--- config.mk ---
export PLATFORM = sky130hd
export DESIGN_NAME = friscv_io_bridge
export DESIGN_NICKNAME = d
export VERILOG_FILES = /design/src/rtl/friscv_io_bridge.sv
export SDC_FILE = /design/constraint.sdc
export NUM_CORES = 1
export LEC_CHECK = 0
export CAP_MARGIN = 20
export CORE_ASPECT_RATIO = 0.7
export CORE_MARGIN = 2
export CORE_UTILIZATION = 36
export CTS_BUF_LIST = sky130_fd_sc_hd__clkbuf_8
export DETAILED_ROUTE_END_ITERATION = 12
export MAX_ROUTING_LAYER = met4
export PLACE_DENSITY = 0.79
export SLEW_MARGIN = 20
export SYNTH_ARGS = -nofsm -noshare
export SYNTH_HDL_FRONTEND = slang
export SYNTH_SLANG_ARGS = --single-unit
--- constraint.sdc ---
create_clock -name aclk -period 1.4 [get_ports aclk]
set_input_delay 0.14 -clock aclk [delete_from_list [all_inputs] [get_ports aclk]]
set_output_delay 0.14 -clock aclk [all_outputs]
set_load 0.01 [all_outputs]
--- src/rtl/friscv_io_bridge.sv ---
// friscv_io_bridge: request/response front end of the IO peripheral subsystem.
// Takes one load/store at a time from the core, decodes it against the IO window,
// drives the IO master port until the slave completes, and returns one response.
// Optional build macro: FRISCV_IO_BRIDGE_TIMEOUT_EN enables the bus watchdog that
// turns a silent slave into an error response after TIMEOUT cycles.
module friscv_io_bridge #(
  parameter int ADDRW   = 16,
  parameter int XLEN    = 32,
  parameter int IO_BASE = 0,
  parameter int IO_SIZE = 2048,
  parameter int TIMEOUT = 255
) (
  input  logic              aclk,
  input  logic              aresetn,
  input  logic              req_valid,
  output logic              req_ready,
  input  logic              req_wr,
  input  logic [ADDRW-1:0]  req_addr,
  input  logic [XLEN-1:0]   req_wdata,
  input  logic [XLEN/8-1:0] req_strb,
  output logic              rsp_valid,
  input  logic              rsp_ready,
  output logic [XLEN-1:0]   rsp_rdata,
  output logic              rsp_err,
  output logic              mst_en,
  output logic              mst_wr,
  output logic [ADDRW-1:0]  mst_addr,
  output logic [XLEN-1:0]   mst_wdata,
  output logic [XLEN/8-1:0] mst_strb,
  input  logic [XLEN-1:0]   mst_rdata,
  input  logic              mst_ready
);

  localparam int STRBW = XLEN / 8;

  // Window compare is done one bit wider than the address so that a window
  // ending exactly at 2^ADDRW does not wrap. Subtracting the base first turns
  // the two-sided range check into a single unsigned compare: addresses below
  // the base wrap to values far above IO_SIZE.
  localparam logic [ADDRW:0] WIN_BASE = (ADDRW+1)'(IO_BASE);
  localparam logic [ADDRW:0] WIN_SIZE = (ADDRW+1)'(IO_SIZE);

  if (TIMEOUT < 1) begin : g_timeout_check
    $error("friscv_io_bridge: TIMEOUT must be >= 1");
  end

  typedef enum logic [1:0] {
    IDLE   = 2'd0,
    ACCESS = 2'd1,
    RESP   = 2'd2
  } state_t;

  state_t             state_r;
  state_t             state_s;
  logic               req_ready_s;
  logic               rsp_valid_s;
  logic [XLEN-1:0]    rsp_rdata_s;
  logic               rsp_err_s;
  logic               mst_en_s;
  logic               mst_wr_s;
  logic [ADDRW-1:0]   mst_addr_s;
  logic [XLEN-1:0]    mst_wdata_s;
  logic [STRBW-1:0]   mst_strb_s;
  logic [ADDRW:0]     offset_s;
  logic               hit_s;

`ifdef FRISCV_IO_BRIDGE_TIMEOUT_EN
  localparam int           CW      = $clog2(TIMEOUT + 1);
  localparam logic [CW-1:0] TO_LAST = CW'(TIMEOUT - 1);
  logic [CW-1:0] cnt_r;
  logic [CW-1:0] cnt_s;
`endif

  // Address decode of the incoming request against the IO window.
  always_comb begin
    offset_s = {1'b0, req_addr} - WIN_BASE;
    hit_s    = (offset_s < WIN_SIZE);
  end

  // Next-state and next-output computation; every register holds by default.
  always_comb begin
    state_s     = state_r;
    req_ready_s = 1'b0;
    rsp_valid_s = rsp_valid;
    rsp_rdata_s = rsp_rdata;
    rsp_err_s   = rsp_err;
    mst_en_s    = mst_en;
    mst_wr_s    = mst_wr;
    mst_addr_s  = mst_addr;
    mst_wdata_s = mst_wdata;
    mst_strb_s  = mst_strb;
`ifdef FRISCV_IO_BRIDGE_TIMEOUT_EN
    cnt_s       = cnt_r;
`endif
    case (state_r)
      IDLE: begin
        if (req_valid && req_ready) begin
          // Payload is latched on both hit and miss; on a miss mst_en stays low
          // so the slave never sees it.
          mst_wr_s    = req_wr;
          mst_addr_s  = req_addr;
          mst_wdata_s = req_wdata;
          mst_strb_s  = req_strb;
          if (hit_s) begin
            mst_en_s = 1'b1;
            state_s  = ACCESS;
`ifdef FRISCV_IO_BRIDGE_TIMEOUT_EN
            cnt_s    = {CW{1'b0}};
`endif
          end else begin
            rsp_valid_s = 1'b1;
            rsp_err_s   = 1'b1;
            rsp_rdata_s = {XLEN{1'b0}};
            state_s     = RESP;
          end
        end else begin
          // Ready rises one cycle after arriving in IDLE, giving the 4-cycle cadence.
          req_ready_s = 1'b1;
        end
      end
      ACCESS: begin
        if (mst_ready && mst_en) begin
          // Completion wins over a watchdog expiry in the same cycle.
          mst_en_s    = 1'b0;
          rsp_valid_s = 1'b1;
          rsp_err_s   = 1'b0;
          rsp_rdata_s = mst_wr ? {XLEN{1'b0}} : mst_rdata;
          state_s     = RESP;
        end else begin
`ifdef FRISCV_IO_BRIDGE_TIMEOUT_EN
          if (cnt_r == TO_LAST) begin
            mst_en_s    = 1'b0;
            rsp_valid_s = 1'b1;
            rsp_err_s   = 1'b1;
            rsp_rdata_s = {XLEN{1'b0}};
            state_s     = RESP;
          end else begin
            cnt_s = cnt_r + CW'(1);
          end
`else
          state_s = ACCESS;
`endif
        end
      end
      RESP: begin
        if (rsp_ready) begin
          rsp_valid_s = 1'b0;
          state_s     = IDLE;
        end else begin
          state_s = RESP;
        end
      end
      default: begin
        state_s     = IDLE;
        rsp_valid_s = 1'b0;
        mst_en_s    = 1'b0;
      end
    endcase
  end

  // State and registered-output update with synchronous active-low reset.
  always_ff @(posedge aclk) begin
    if (!aresetn) begin
      state_r   <= IDLE;
      req_ready <= 1'b0;
      rsp_valid <= 1'b0;
      rsp_rdata <= {XLEN{1'b0}};
      rsp_err   <= 1'b0;
      mst_en    <= 1'b0;
      mst_wr    <= 1'b0;
      mst_addr  <= {ADDRW{1'b0}};
      mst_wdata <= {XLEN{1'b0}};
      mst_strb  <= {STRBW{1'b0}};
    end else begin
      state_r   <= state_s;
      req_ready <= req_ready_s;
      rsp_valid <= rsp_valid_s;
      rsp_rdata <= rsp_rdata_s;
      rsp_err   <= rsp_err_s;
      mst_en    <= mst_en_s;
      mst_wr    <= mst_wr_s;
      mst_addr  <= mst_addr_s;
      mst_wdata <= mst_wdata_s;
      mst_strb  <= mst_strb_s;
    end
  end

`ifdef FRISCV_IO_BRIDGE_TIMEOUT_EN
  // Watchdog counter register.
  always_ff @(posedge aclk) begin
    if (!aresetn) begin
      cnt_r <= {CW{1'b0}};
    end else begin
      cnt_r <= cnt_s;
    end
  end
`endif

endmodule
==> flow_summary_export.csv <==
group,metric,value,unit
critical_path,rr_startpoint,"state_r[1]",
critical_path,rrSetupSlack,-20,ps
global_route,grt_busiest_layer,"met2",
global_route,grt_pass1_vias,3111,
cells_and_area,most-common-layout-cells,"nand2_1, dfxtp_1, clkdlybuf4s50_1",
global_route,met3_usage,6.28,%
die,fp-row-count,28,
synth,yosysWarningCount,0,
global_route,track_usage,20.9,%
die,start_util,37.3,%
timing,fin_crit,1420,ps
cells_and_area,diodes,0,
routing,viasPerCell,4.92,
synth,syn_nets,431,
critical_path,path_class,"register to register",
job,cap_viol_max_count,0,
critical_path,crit_path_start_kind,"register",
status,failed_checks,"setup timing",
synth,synth.avg_cell_area,9.31,um2
global_route,grtUsageMet2,34.5,%
cells_and_area,layout_commonest_cell,"nand2_1",
clock_network,htreeDepth,3,
critical_path,r2r-end,"rsp_rdata[25]",
place,dp_hpwl,7010,um
clock_network,root_buffer,"clkbuf_8",
cells_and_area,final_cell_area,5580,um2
global_route,grt_use_met1,24.6,%
critical_path,critPathMaxFanout,33,
timing,hold_viol,0,
routing,vias,3191,
clock_network,insertion_delay,350,ps
routing,ant_nets,0,
hold_path,hp-class,"primary input to register",
synth,synth.top_cells.by_area,"dfxtp_1, nand2_1, a32o_1, a21oi_1, buf_2",
timing,slew_headroom,86.0,%
timing,clock_skew,7.66,ps
routing,drtPass1Iterations,4,
synth,yosysTopAreaCellShare,57.4,%
clock_network,cts_sinks,91,
clock_network,clk_pin_slew,90,ps
cells_and_area,drive_above_1_share,11.5,%
critical_path,cp.required,1640,ps
clock_network,numCtsBuffers,9,
pwr,p_leak,0.00284,uW
status,status,"complete, but fails checks",
global_route,antenna_found_initial,0,
hold_path,hold-path-cell-count,3,
cells_and_area,nFillCells,723,
cells_and_area,synthToLayoutAreaGrowth,75.7,%
global_route,grt_pass1_wl,14900,um
critical_path,startpoint,"state_r[1]",
synth,synth_cell_types,24,
global_route,grt_start_max_net_pins,42,
place,place_area,5180,um2
timing,setup_slack,-20.8,ps
die,io_pins,179,
timing,fin_setup_tns,-35.3,ps
timing,setup_viol,3,
global_route,grt_overflow_total,0,
die,coreArea,8510,um2
critical_path,end_kind,"register",
pwr,ir_drop,0.000739,V
place,routabilityCongestion,0.782,
cells_and_area,fin_nets,614,
timing,finalCritPeriodShare,101,%
routing,wl,9820,um
critical_path,worstRegToRegCells,5,
clock_network,cts_tree,"yes",
timing,worstMarginPinSlew,210,ps
critical_path,arrival,1660,ps
synth,yosysSeqAreaShare,57.4,%
clock_network,cts.hold.buffers_added,0,
die,fp.dieArea,9600,um2
timing,final_max_slew_viol_count,0,
synth,synth_area,3170,um2
die,die_x,116,um
hold_path,worstHoldEndpoint,"mst_addr[11]",
die,fp.dieH,82.6,um
synth,ys_ff_latch,91,
pwr,pwr_density_cell,1010,nW/um2
timing,grt_setup_unrepaired,"yes",
routing,drt-initial-drc-count,282,
place,portBuffers,178,
hold_path,min-delay-start,"req_addr[11]",
clock_network,clockBufferDepth,2,
routing,avgRoutedWirePerCell,15.1,um
synth,synthCells,341,
routing,drc,0,
synth,yosys.area.top_type,"dfxtp_1",
timing,max_freq,704,MHz
[worst max path at each step]
| stage | to | depth (start not counted) |
|---|---|---|
| floorplan | rsp_rdata[0] | 6 |
| finish | rsp_rdata[25] | 5 |
| detailed placement | rsp_valid | 4 |
| global placement | rsp_valid | 4 |
| global route | rsp_rdata[25] | 5 |
| CTS | rsp_rdata[25] | 5 |
[flip-flops by register name, indices dropped and copies added, names as in the netlist]
signal	count
req_ready	1
state_r	2
mst_wdata	32
rsp_valid	1
mst_en	1
rsp_err	1
rsp_rdata	32
mst_wr	1
mst_strb	4
mst_addr	16
[report_power, final]
part           total (uW)  internal (uW)  switching (uW)  leakage [uW]
sequential           2720           2680            45.4      0.000740
clock                2080           1180             898      0.000117
combinational         838            474             364       0.00199
total                5640           4330            1310       0.00284
[timing repair]
item | CTS | global route
setup endpoints to repair | 141 | 124
setup buffers | 2 | 1
gates cloned | 1 | 0
resized for setup | 66 | 51
hold endpoints to repair | 0 | 0
pin swaps | 2 | 4
[cell usage after synthesis]
| cell type | count |
|---|---|
| dfxtp_1 | 91 |
| a21oi_1 | 55 |
| nand4bb_1 | 1 |
| nor2_1 | 3 |
| or4_4 | 1 |
| clkbuf_1 | 15 |
| nor4bb_1 | 1 |
| o21ai_0 | 2 |
| or3_4 | 1 |
| and2_1 | 1 |
| a211o_1 | 1 |
| a211oi_2 | 1 |
| nor3_1 | 1 |
| buf_2 | 12 |
| o221a_2 | 1 |
| buf_6 | 3 |
| nand4b_4 | 1 |
| nand2_1 | 110 |
| o21ai_4 | 1 |
| inv_1 | 3 |
| a32o_1 | 33 |
| a31oi_1 | 1 |
| a21boi_0 | 1 |
| nor3_2 | 1 |
[metal layers]
metal | wire [um] | vias to the layer above
met5 | 0 | -
met2 | 4810 | 143
met1 | 4160 | 1480
met3 | 677 | 15
met4 | 170 | 0
li1 | - | 1553
[metrics by stage]
step                setup WS, ps  std cells  hold slack, ps  utilization [%]  total power (uW)
floorplan                  -8.54        341             262                -              3080
global placement            -428        629             441             60.9              3590
detailed placement          -452        629             447             60.9              3620
CTS                        -34.2        648             156             63.6              5680
global route               -71.9        649            86.0             65.5              5890
finish                     -20.8        649            87.3             65.5              5640
[worst max-delay path, cell delays in order, from the launching register on]
cell,delay (ps)
dfxtp_4,370
nor4bb_4,260
buf_6,160
o21ai_4,60
buf_12,170
a32o_1,270
[cell type report]
| class | count | area, um2 | area share (%) |
|---|---|---|---|
| Clock buffer | 9 | 124 | 2.22 |
| Tap cell | 120 | 150 | 2.69 |
| Multi-Input combinational cell | 217 | 1260 | 22.6 |
| Inverter | 3 | 11.3 | 0.202 |
| Sequential cell | 91 | 1830 | 32.8 |
| Clock inverter | 7 | 118 | 2.11 |
| Timing Repair Buffer | 202 | 2080 | 37.4 |
[cells by family after synthesis]
group | after synthesis | synth area share, %
simple gates | 121 | 16.2
compound gates | 96 | 21.4
buf+inv | 33 | 5.08
flops | 91 | 57.4
(Power assumes the default switching activity.)
==> edit 1 (same settings) <==
Build with the macro `FRISCV_IO_BRIDGE_TIMEOUT_EN` defined.
--- a/src/rtl/friscv_io_bridge.sv
+++ b/src/rtl/friscv_io_bridge.sv
@@ -3,6 +3,8 @@
 // drives the IO master port until the slave completes, and returns one response.
 // Optional build macro: FRISCV_IO_BRIDGE_TIMEOUT_EN enables the bus watchdog that
 // turns a silent slave into an error response after TIMEOUT cycles.
+`define FRISCV_IO_BRIDGE_TIMEOUT_EN
+
 module friscv_io_bridge #(
   parameter int ADDRW   = 16,
   parameter int XLEN    = 32,
Check against the original RTL: same outputs for any inputs over 10 cycles, from zero or initial values and one cycle with aresetn low; that may be too few to reach the edited logic, so the function may still have changed.
==> edit 1 against the unedited design <==
The flow still finishes with violations (setup timing); total power increased by 1.4%; clock skew up 0.00059 ns; sequential share of layout area fell by 1.9 points; worst setup slack got worse by 0.24 ns; cell count grew 12%; cell area increased by 15%; synthesized area increased by 13%; sequential cell count rose by 8; worst hold slack lost 0.039 ns; critical path depth increased by 3; wire length grew 18%.
==> edit 1: results (changes against the unedited design) <==
Outcome
  • Status: complete, but fails checks
  • Failing checks: setup timing

Routing
  • Iter 0 DRT Violations: 218 (-23%)
  • Detailed Route WL: 11600 um (+18%)
  • Detailed-route via count: 3617 (+13%)
  • TritonRoute pass-1 iters: 4 (unchanged)
  • Vias/cell: 4.95 (+0.77%)

Power
  • Peak supply drop: 0.521 mV (-30%)
  • Psw: 1.41 mW (+8.2%)
  • Leak Pwr: 2.99 nW (+5.2%)

Global route
  • First-pass GRT wire length: 18300 um (+23%)
  • Initial antenna violation count: 0 (unchanged)
  • Pin count of the biggest net entering global routing: 54 (+29%)
  • Total track usage: 0.224 (+0.0156)

Placement
  • Inst Count DP: 702 (+12%)
  • Routability Congestion: 0.878 (+12%)
  • Area post-placement: 0.00575 mm^2 (+11%)
  • DP Wirelength: 7680 um (+9.7%)

Min path
  • WHS Endpoint: mst_addr[14]
  • HP Start: req_addr[14]
  • Hold WC Path Type: in2reg

Synthesis
  • Post-synth net total: 482 (+12%)
  • Post-synthesis cell type count: 43 (+79%)
  • Mapped Cells: 390 (+14%)
  • Area contributors post-synth: dfxtp_1 (55%), nand2_1 (12%), a22o_2 (8.4%), a21oi_1 (7.9%), clkbuf_1 (2.1%)
  • Register area share after synthesis: 0.552 (-0.0220)

Setup path
  • Crit Path Max Fanout: 4 (-88%)
  • Critical R2R Capture: cnt_r[1]
  • Worst reg2reg path depth: 8 (+3)
  • FF-to-FF Start: cnt_r[0]
  • Arrival time worst endpoint: 1.97 ns (+0.31 ns)

STA
  • Final worst setup slack: -0.261 ns (-0.240 ns)
  • Layout Skew: 0.00825 ns (+0.000592 ns)
  • Worst Max-Slew Pin Slew: 0.575 ns (+0.365 ns)
  • Final setup viols: 88 (+85)

Cells and area
  • Share of cells above drive strength 1: 0.221 (+0.106)
  • FILL cells: 788 (+9.0%)
  • Layout net count: 690 (+12%)

Clock tree
  • Clock slew at reported path FFs: 0.09 ns (about the same)
[edit 1: worst max path at each step]
stage                       startpoint  slack, ns  depth (start not counted)             to
after CTS                     cnt_r[0]      -0.25                          9  rsp_rdata[24]
after global placement    req_addr[15]      -0.67                          6  rsp_rdata[18]
after detailed placement  req_addr[15]      -0.73                          6  rsp_rdata[15]
final                         cnt_r[0]      -0.26                          8       cnt_r[1]
after floorplan             state_r[1]      -0.24                          7       cnt_r[1]
after global routing          cnt_r[0]      -0.31                          8       cnt_r[1]
[edit 1: cells by family (layout without fill, tap and decap cells)]
logic type                 after synthesis  count (layout)  share of synthesized area
AOI/OAI and AO/OA                      113             113                      0.226
adders and majority gates                2               2                    0.00697
buffers and inverters                   33             245                     0.0429
DFF                                     99              99                      0.552
muxes                                    2               2                    0.00558
and+or+nand+nor                        141             141                      0.166
[edit 1: final cells by class]
| class | instances | area (um^2) | area share |
|---|---|---|---|
| Clock inverter | 4 | 48.8 | 0.00759 |
| Clock buffer | 11 | 151 | 0.0235 |
| Inverter | 4 | 15.0 | 0.00234 |
| Tap cell | 128 | 160 | 0.0249 |
| Multi-Input combinational cell | 258 | 1850 | 0.288 |
| Timing Repair Buffer | 226 | 2210 | 0.344 |
| Sequential cell | 99 | 1990 | 0.309 |
[edit 1: timing repair]
| item | CTS | global route |
|---|---|---|
| buffers inserted | 8 | 6 |
| pin swaps | 21 | 15 |
| resized for setup | 146 | 26 |
| setup endpoints to repair | 168 | 110 |
| endpoints found under the hold margin | 0 | 0 |
| gates cloned | 3 | 0 |
[edit 1: routing by layer]
metal,wire length [um],share of wire,global-route usage,vias up
met2,5640,0.49,0.373,124
met3,802,0.069,0.0664,11
met1,5020,0.43,0.270,1712
li1,-,-,-,1770
met5,0,0,-,-
met4,136,0.012,0.0496,0
[edit 1: power groups by stage]
stage,logic [mW],registers (mW),clock network [mW]
2_1_floorplan,0.248,3.05,0
3_3_place_gp,0.807,3.01,0
3_5_place_dp,0.821,3.01,0
4_1_cts,0.868,2.95,1.96
5_1_grt,0.942,2.96,2.06
6_report,0.875,2.95,1.90
[edit 1: metrics by stage]
step                      hold slack (ns)  TNS (ns)  setup WS (ns)   util
after floorplan                     0.266     -9.74         -0.236      -
after global placement              0.441    -38.28         -0.673  0.594
after detailed placement            0.446    -42.80         -0.727  0.594
after CTS                          0.0232     -8.38         -0.246  0.651
after global routing               0.0419    -17.85         -0.315  0.664
final                              0.0478    -11.59         -0.261  0.664
[edit 1: worst max-delay path, cell delays in order, from the launching register on]
cell and delay, ns:
dfxtp_2 0.33, inv_2 0.07, ha_4 0.14, nand3_4 0.09, buf_6 0.14, o211ai_1 0.33
buf_4 0.21, and3_4 0.17, o21a_1 0.11
==> edit 2 (same settings) <==
Without the edit above. Encoding of `state_t`: now one-hot (3 bits for 3 states).
--- a/src/rtl/friscv_io_bridge.sv
+++ b/src/rtl/friscv_io_bridge.sv
@@ -44,10 +44,10 @@
     $error("friscv_io_bridge: TIMEOUT must be >= 1");
   end
 
-  typedef enum logic [1:0] {
-    IDLE   = 2'd0,
-    ACCESS = 2'd1,
-    RESP   = 2'd2
+  typedef enum logic [2:0] {
+    IDLE   = 3'b001,
+    ACCESS = 3'b010,
+    RESP   = 3'b100
   } state_t;
 
   state_t             state_r;
Check against the original RTL: no difference found for any inputs over 10 cycles, from zero or initial values and one cycle with aresetn low; not proved beyond that.
==> edit 2 against the unedited design <==
Clock skew up 0.00074 ns; core utilization increased by 1.3 points; wire length grew 24%; synthesized area grew 10%; worst setup slack got worse by 0.20 ns; sequential share of layout area shrank 3.9 points; sequential cell count grew 1; the run still ends with setup timing left; count of clock-buffer cells in the layout grew 1; cell area up 15%.
Power is not compared: it rests on default switching activity, and its combinational part moved more than twofold at a synthesized area within 25%.
==> edit 2: results (changes against the unedited design) <==
Setup path
  • CP peak stage delay: 0.41 ns (+0.04 ns)
  • FF-to-FF Start: state_r[0]
  • Arrival time worst endpoint: 1.91 ns (+0.25 ns)
  • Critical-path top delay cell: or3b_4
  • Critical R2R Capture: mst_wdata[26]
  • Cell type group with the largest total delay on the critical path: simple AND/OR/NAND/NOR gates
  • Crit Path Max Fanout: 10 (-70%)

Routing
  • WL met3: 704 um (+4.0%)
  • Iter 0 DRT Violations: 177 (-37%)
  • Met2 WL: 5840 um (+21%)

Synthesis
  • Xor-xnor portion of the synthesized cell area: 0.00251 (+0.00251)
  • Post-synthesis compound-gate area fraction: 0.104 (-0.110)
  • Average cell area after synthesis: 8.31 um^2 (-11%)
  • Top cells by instance count after synthesis: nand2_1 (175), dfxtp_1 (92), a21oi_1 (54), mux2i_1 (32), clkbuf_1 (17)
  • Mux cell area share after synthesis: 0.0918 (+0.0918)
  • Post-synth net total: 510 (+18%)
  • Post-synthesis cell type count: 30 (+25%)
  • Area contributors post-synth: dfxtp_1 (53%), nand2_1 (19%), mux2i_1 (9.2%), a21oi_1 (7.7%), clkbuf_1 (1.8%)

STA
  • Final setup viols: 87 (+84)
  • Slew headroom: 0.754 (-0.105)
  • Hold slack: 0.318 ns (+0.231 ns)
  • Setup_tns: -13.69 ns (-13.66 ns)
  • Final worst setup slack: -0.217 ns (-0.196 ns)

Min path
  • WHS Endpoint: mst_wdata[28]
  • HP Start: req_wdata[28]

Clock tree
  • Buffer count from post-CTS setup fixing: 3 (+1)

Outcome
  • Status: complete, but fails checks
  • Failing checks: setup timing

Global route
  • Met1 Use GR: 0.231 (-0.0152)
  • Met2 usage: 0.328 (-0.0175)

Placement
  • Area post-placement: 0.00558 mm^2 (+7.6%)
  • Pre-CTS setup slack: -0.443 ns (+0.00873 ns)
  • DP Wirelength: 7310 um (+4.3%)
  • Routability Congestion: 0.912 (+17%)

Cells and area
  • FILL cells: 778 (+7.6%)
  • Layout net count: 710 (+16%)
  • Share of cells above drive strength 1: 0.216 (+0.101)
==> edit 2: changes by cell type after synthesis, sizes merged, moves of 2 or more <==
cell,before,now
a22oi,0,2
a32o,33,0
buf,15,12
clkbuf,15,17
mux2i,0,32
nand2,110,175
nand3,0,2
nor2,3,6
nor2b,0,5
nor3b,0,3
==> edit 2: worst max-delay path by stage <==
stage	start	to	slack (ns)	depth (start not counted)
after floorplan	state_r[1]	rsp_rdata[0]	-0.08	6
after global placement	req_addr[12]	rsp_rdata[27]	-0.40	7
after detailed placement	req_addr[12]	rsp_rdata[1]	-0.44	7
after CTS	state_r[0]	mst_wdata[3]	-0.12	6
after global routing	state_r[2]	mst_wdata[13]	-0.26	7
final	state_r[0]	mst_wdata[26]	-0.22	7
==> edit 2: layout make-up <==
type	count	area, um^2	area share
clock inverters	6	65.1	0.0102
well taps	128	160	0.0250
inverters	2	7.51	0.00117
multi-input cells	297	1850	0.290
flip-flops and latches	92	1850	0.289
clock buffers	10	138	0.0215
repair buffers	218	2330	0.364
